==> config.mk <==
export PLATFORM = sky130hd
export DESIGN_NAME = writeback_arbiter
export DESIGN_NICKNAME = d
export VERILOG_FILES = /design/src/rtl/wb_pkg.sv /design/src/rtl/wb_fifo.sv /design/src/rtl/writeback_arbiter.sv
export SDC_FILE = /design/constraint.sdc
export NUM_CORES = 1
export LEC_CHECK = 0
export CAP_MARGIN = 20
export CORE_MARGIN = 5
export CORE_UTILIZATION = 52
export DETAILED_ROUTE_END_ITERATION = 7
export GPL_TIMING_DRIVEN = 0
export PLACE_DENSITY = 0.82
export RECOVER_POWER = 25
export SLEW_MARGIN = 20
export SYNTH_ARGS = -nofsm -noshare
export SYNTH_HDL_FRONTEND = slang
export SYNTH_SLANG_ARGS = --single-unit
==> constraint.sdc <==
create_clock -name Clk -period 8.52 [get_ports Clk]
set_input_delay 0.852 -clock Clk [delete_from_list [all_inputs] [get_ports Clk]]
set_output_delay 0.852 -clock Clk [all_outputs]
set_load 0.01 [all_outputs]
==> src/rtl/wb_pkg.sv <==
// wb_pkg: shared widths, zero-register constant and FIFO entry type for the write-back stage
package wb_pkg;

    localparam int REG_W = 64;
    localparam int ADDR_W = 5;
    localparam logic [ADDR_W-1:0] ZERO_REG = 5'd31;

    typedef struct packed {
        logic              live;
        logic [ADDR_W-1:0] rw;
        logic [REG_W-1:0]  data;
    } wb_entry_t;

    // X31 is hard-wired, so a write aimed at it must never reach the register file
    function automatic logic writable(input logic [ADDR_W-1:0] r);
        return r != ZERO_REG;
    endfunction

endpackage

==> src/rtl/wb_fifo.sv <==
// wb_fifo: circular buffer of slow-unit results with per-entry live bits and squash-by-address
module wb_fifo
    import wb_pkg::*;
#(
    parameter int DEPTH = 2,
    localparam int PW = $clog2(DEPTH)
) (
    input  logic                    clk,
    input  logic                    rst_n,
    input  logic                    push,
    input  wb_entry_t               push_entry,
    input  logic                    pop,
    input  logic                    squash,
    input  logic [ADDR_W-1:0]       squash_rw,
    output wb_entry_t               head,
    output logic [PW:0]             count,
    output logic [DEPTH-1:0]        live_vec,
    output logic [DEPTH*ADDR_W-1:0] rw_vec
);

    wb_entry_t     mem [DEPTH];
    logic [PW-1:0] wr_ptr;
    logic [PW-1:0] rd_ptr;
    logic          do_push;
    logic          do_pop;

    assign do_push = push && (count != (PW+1)'(DEPTH));
    assign do_pop  = pop && (count != '0);
    assign head    = mem[rd_ptr];

    // Squash kills matching entries; popped slots are also killed so live bits only mark occupied slots
    always_ff @(posedge clk) begin
        if (!rst_n) begin
            wr_ptr <= '0;
            rd_ptr <= '0;
            count  <= '0;
            for (int i = 0; i < DEPTH; i++) mem[i].live <= 1'b0;
        end else begin
            for (int i = 0; i < DEPTH; i++)
                if (squash && mem[i].rw == squash_rw) mem[i].live <= 1'b0;
            if (do_pop) mem[rd_ptr].live <= 1'b0;
            if (do_push) mem[wr_ptr] <= push_entry;
            wr_ptr <= wr_ptr + PW'(do_push);
            rd_ptr <= rd_ptr + PW'(do_pop);
            count  <= count + (PW+1)'(do_push) - (PW+1)'(do_pop);
        end
    end

    // Flatten per-entry live/address for the owner's Pending map
    always_comb begin
        live_vec = '0;
        rw_vec   = '0;
        for (int i = 0; i < DEPTH; i++) begin
            live_vec[i]               = mem[i].live;
            rw_vec[i*ADDR_W +: ADDR_W] = mem[i].rw;
        end
    end

endmodule

==> src/rtl/writeback_arbiter.sv <==
// writeback_arbiter: owns the register-file write port, merging the primary path with queued slow results
module writeback_arbiter
    import wb_pkg::*;
#(
    parameter int DEPTH = 2,
    parameter int STARVE_LIMIT = 4
) (
    input  logic        Clk,
    input  logic        Rst_n,
    input  logic        PriValid,
    input  logic [4:0]  PriRW,
    input  logic [63:0] PriData,
    input  logic        SlowValid,
    output logic        SlowReady,
    input  logic [4:0]  SlowRW,
    input  logic [63:0] SlowData,
    output logic        StallReq,
    output logic [63:0] BusW,
    output logic [4:0]  RW,
    output logic        RegWr,
    output logic [31:0] Pending
);

    localparam int PW = $clog2(DEPTH);
    localparam int CW = $clog2(STARVE_LIMIT + 1);

    wb_entry_t               head;
    wb_entry_t               push_entry;
    logic [PW:0]             count;
    logic [DEPTH-1:0]        live_vec;
    logic [DEPTH*ADDR_W-1:0] rw_vec;
    logic [CW-1:0]           starve;
    logic                    empty;
    logic                    full;
    logic                    push;
    logic                    pop;
    logic                    squash;

    assign empty     = count == '0;
    assign full      = count == (PW+1)'(DEPTH);
    assign SlowReady = !full;
    assign push      = SlowValid && !full;
    assign pop       = !PriValid && !empty;
    assign squash    = PriValid && writable(PriRW);
    assign StallReq  = starve == CW'(STARVE_LIMIT);

    // A slow result racing a same-address primary write is older, so it arrives already dead
    assign push_entry = '{
        live: writable(SlowRW) && !(squash && PriRW == SlowRW),
        rw:   SlowRW,
        data: SlowData
    };

    wb_fifo #(.DEPTH(DEPTH)) u_fifo (
        .clk        (Clk),
        .rst_n      (Rst_n),
        .push       (push),
        .push_entry (push_entry),
        .pop        (pop),
        .squash     (squash),
        .squash_rw  (PriRW),
        .head       (head),
        .count      (count),
        .live_vec   (live_vec),
        .rw_vec     (rw_vec)
    );

    // Primary wins; otherwise drain the FIFO head; idle cycles keep RW/BusW and drop the enable
    always_ff @(posedge Clk) begin
        if (!Rst_n) begin
            RegWr <= 1'b0;
            RW    <= ZERO_REG;
            BusW  <= '0;
        end else if (PriValid) begin
            RegWr <= writable(PriRW);
            RW    <= PriRW;
            BusW  <= PriData;
        end else if (pop) begin
            RegWr <= head.live && writable(head.rw);
            RW    <= head.rw;
            BusW  <= head.data;
        end else begin
            RegWr <= 1'b0;
        end
    end

    // Count consecutive blocked cycles with work queued; saturate so StallReq holds until a pop
    always_ff @(posedge Clk) begin
        if (!Rst_n || pop || empty)
            starve <= '0;
        else if (PriValid && starve != CW'(STARVE_LIMIT))
            starve <= starve + CW'(1);
    end

    // Pending reflects live queued writes; X31 can never be pending
    always_comb begin
        Pending = '0;
        for (int i = 0; i < DEPTH; i++)
            if (live_vec[i]) Pending[rw_vec[i*ADDR_W +: ADDR_W]] = 1'b1;
        Pending[31] = 1'b0;
    end

endmodule

==> impl_metrics.tcl <==
set metrics [dict create \
    dieArea_mm2 0.02009 \
    dp_hpwl_um 17230 \
    synth_cell_types 48 \
    post-route-util_pct 72.84 \
    grt_max_degree 46 \
    async_flop_share_pct 0 \
    worstMarginPinSlew_ns 0.5790 \
    cp_cell_sequence "clkbuf_1, or3b_1, clkbuf_1, o22ai_1, clkdlybuf4s50_1" \
    setup.worst_path.start_class "flop" \
    finalSetupViolCount 0 \
    p_leak_nw 4.265 \
    drv_slew 0 \
    antenna_found_initial 8 \
    timing.fmax_ghz 0.2979 \
    max_slew_margin_pct 61.31 \
    wire_per_inst_um 20.11 \
    die-width_um 141.7 \
    synth_top_area_cell "edfxtp_1" \
    critPathMaxFanout 8 \
    num_rows 48 \
    cts_setup_buffers 0 \
    rsz0062_at_grt "no" \
    ir_drop_mv 0.2006 \
    placedCellCount 1178 \
    grt_pass1_vias 6913 \
    path_common_cell "clkbuf_1" \
    outcome "completed" \
    power_mw 2.983 \
    synth.net_count 857 \
    cts_tree "built" \
    cp.arrival_ns 2.50 \
    period_needed_ns 3.356 \
    cts_buffer_depth 3 \
    routed_wl_um 24590 \
    max_stage_delay_ns 0.58 \
    fillerInstances 1197 \
    drive_above_1_share_pct 10.57 \
    vias 6979 \
    ff2ff_path_depth 8 \
    clk_latency_ns 0.49 \
    synthFlopType "edfxtp_1" \
    postCtsHoldBufs 0 \
    syn_area_per_cell_um2 12.69 \
    finalHoldViolations 0 \
    final_cells 1223 \
    yosysSeqAreaShare_pct 63.89 \
    worst-path-buf-inv 3 \
    cp-end-kind "output pin" \
    clock-sinks 218 \
    synth_edf_count 140 \
    syn_to_final_growth_pct 38.64 \
    ys_ff_latch 218 \
    vias_per_cell 5.706 \
    grt_usage_pct 23.36 \
    tns_ns 0 \
    grt_pass1_wl_um 37260 \
    post-route-period-util_pct 39.40 \
    whs_path_depth 2 \
    die_h_um 141.7 \
    cp.depth 5 \
    power_per_cell_area_mw_per_mm2 238.4 \
    ys_warn_count 0 \
    first_pass_iters 7 \
    cp_slowest_cell "clkdlybuf4s50_1" \
    syn_area_mm2 0.009024 \
    fin_ws_ns 5.164 \
    dpl_worst_slack_ns 5.379 \
    min_path_type "flop to flop" \
    syn_inst 711 \
    crit_family "buffers and inverters" \
    drtAntennaViolNets 0 \
    path_class "flop to output pin" \
    crit_required_ns 7.67 \
    io_pins 246 \
    io_buffers 238 \
    core_mm2 0.01718 \
    h-tree-depth 1 \
    synth_area_leaders "edfxtp_1 47%, dfxtp_1 17%, mux2i_1 5.0%" \
    nNetsFinal 1124 \
    drv_cap 0 \
    numCtsBuffers 23 \
    cts_resized 0 \
    root_buffer "clkbuf_16" \
    synth_top_area_share_pct 46.59 \
    clk_pin_slew_ns 0.06 \
    grt-ovfl-total 0 \
    skew_ns 0.007795 \
    drc 0 \
    gp_congestion 0.8649 \
    drt_iter0_drc 489 \
    initial_core_util_pct 52.53 \
]
-- path summary, 6_finish.rpt --
kind / startpoint / slack, ns / to
worst min-delay path: BusW[41]$_SDFFE_PN0P_ / 0.46 / BusW[41]$_SDFFE_PN0P_
worst min register to register: BusW[41]$_SDFFE_PN0P_ / 0.46 / BusW[41]$_SDFFE_PN0P_
worst max register to register: u_fifo.count[0]$_SDFF_PN0_ / 6.05 / u_fifo.mem[0][39]$_DFFE_PP_
worst max-delay path: u_fifo.mem[0][65]$_DFFE_PP_ / 5.16 / Pending[0]
-- power by group --
group          leakage (nW)  total (mW)  internal, mW  switching [mW]
sequential             1.93        1.32          1.26          0.0630
clock                 0.340       0.932         0.547           0.386
combinational          2.00       0.730         0.371           0.360
total                  4.27        2.98          2.17           0.808
-- per-layer routing --
layer	routed length, um	up-vias	global-route usage (%)	share of wire [%]
met5	33	-	0	0.13
li1	-	3223	-	-
met3	1871	55	4.483	7.6
met4	648	6	8.232	2.6
met2	12520	328	40.99	51
met1	9513	3367	28.84	39
-- final cells by class --
class | instances | area (um^2) | share of cell area [%]
antenna | 5 | 12.51 | 0.1000
buffer | 61 | 336.6 | 2.690
clock buffer | 34 | 636.9 | 5.091
clock inverter | 6 | 58.81 | 0.4700
inverter | 5 | 18.77 | 0.1500
multi-input combinational | 427 | 2915 | 23.30
sequential | 218 | 5766 | 46.08
tap | 225 | 281.5 | 2.250
timing repair buffer | 242 | 2485 | 19.86
-- placed cells by master (no fill, tap or decap), drive strengths merged, types with 2 or more instances in the layout --
cell,netlist,routed
ha,4,4
or3b,5,5
o22ai,31,31
a222oi,25,25
o21ai,40,40
clkinv,0,4
nand3,54,54
xnor2,11,11
inv,5,6
mux2,25,25
or3,2,2
a22oi,2,2
mux2i,45,45
o2111ai,2,2
dlygate4sd3,0,58
clkdlybuf4s50,0,180
nor2,52,52
buf,39,43
xor2,8,8
diode,0,5
nand4,2,2
clkbuf,22,56
nand3b,11,11
nor2b,25,25
and3,2,2
and2,5,5
nand2b,4,4
nand2,13,13
a21oi,44,44
edfxtp,140,140
nor3,2,2
dfxtp,78,78
a21boi,4,4
-- synth_stat cells, types with 13 or more instances --
cell type  number
a21oi_1        44
a222oi_1       25
buf_2          20
clkbuf_1       22
dfxtp_1        78
edfxtp_1      140
mux2_2         18
mux2i_1        45
nand2_1        13
nand3_1        54
nor2_1         52
nor2b_1        25
o21ai_0        37
o22ai_1        31
-- worst register-to-register path, cell delays in order (launching register included) --
cell,delay (ns)
dfxtp_1,0.47
nand2b_1,0.18
and2_1,0.13
buf_4,0.14
nand2_1,0.12
nor2_4,0.48
buf_16,0.23
buf_16,0.18
buf_12,0.20
-- registers in the layout (all words and copies together) (netlist names), named ones only --
signal,count
u_fifo.wr_ptr,1
RegWr,1
starve,3
u_fifo.count,2
u_fifo.rd_ptr,1
RW,5
u_fifo.mem,140
BusW,64
-- kinds of logic after synthesis --
logic type / count (synthesis) / share of synthesized area (%)
buf+inv: 66 / 3.938
compound gates: 151 / 10.65
mux: 70 / 8.403
other cells: 1 / 0.04156
flops: 218 / 63.89
simple gates: 182 / 10.68
fa+ha+maj: 4 / 0.5547
xor+xnor: 19 / 1.844
-- through the flow --
stage	hold slack [ns]	area, um^2
global placement	0.4491	11690
floorplan	0.4683	9024
global route	0.4853	12510
CTS	0.4622	12500
finish	0.4570	12510
detailed placement	0.4532	11800
(Power assumes the default switching activity.)
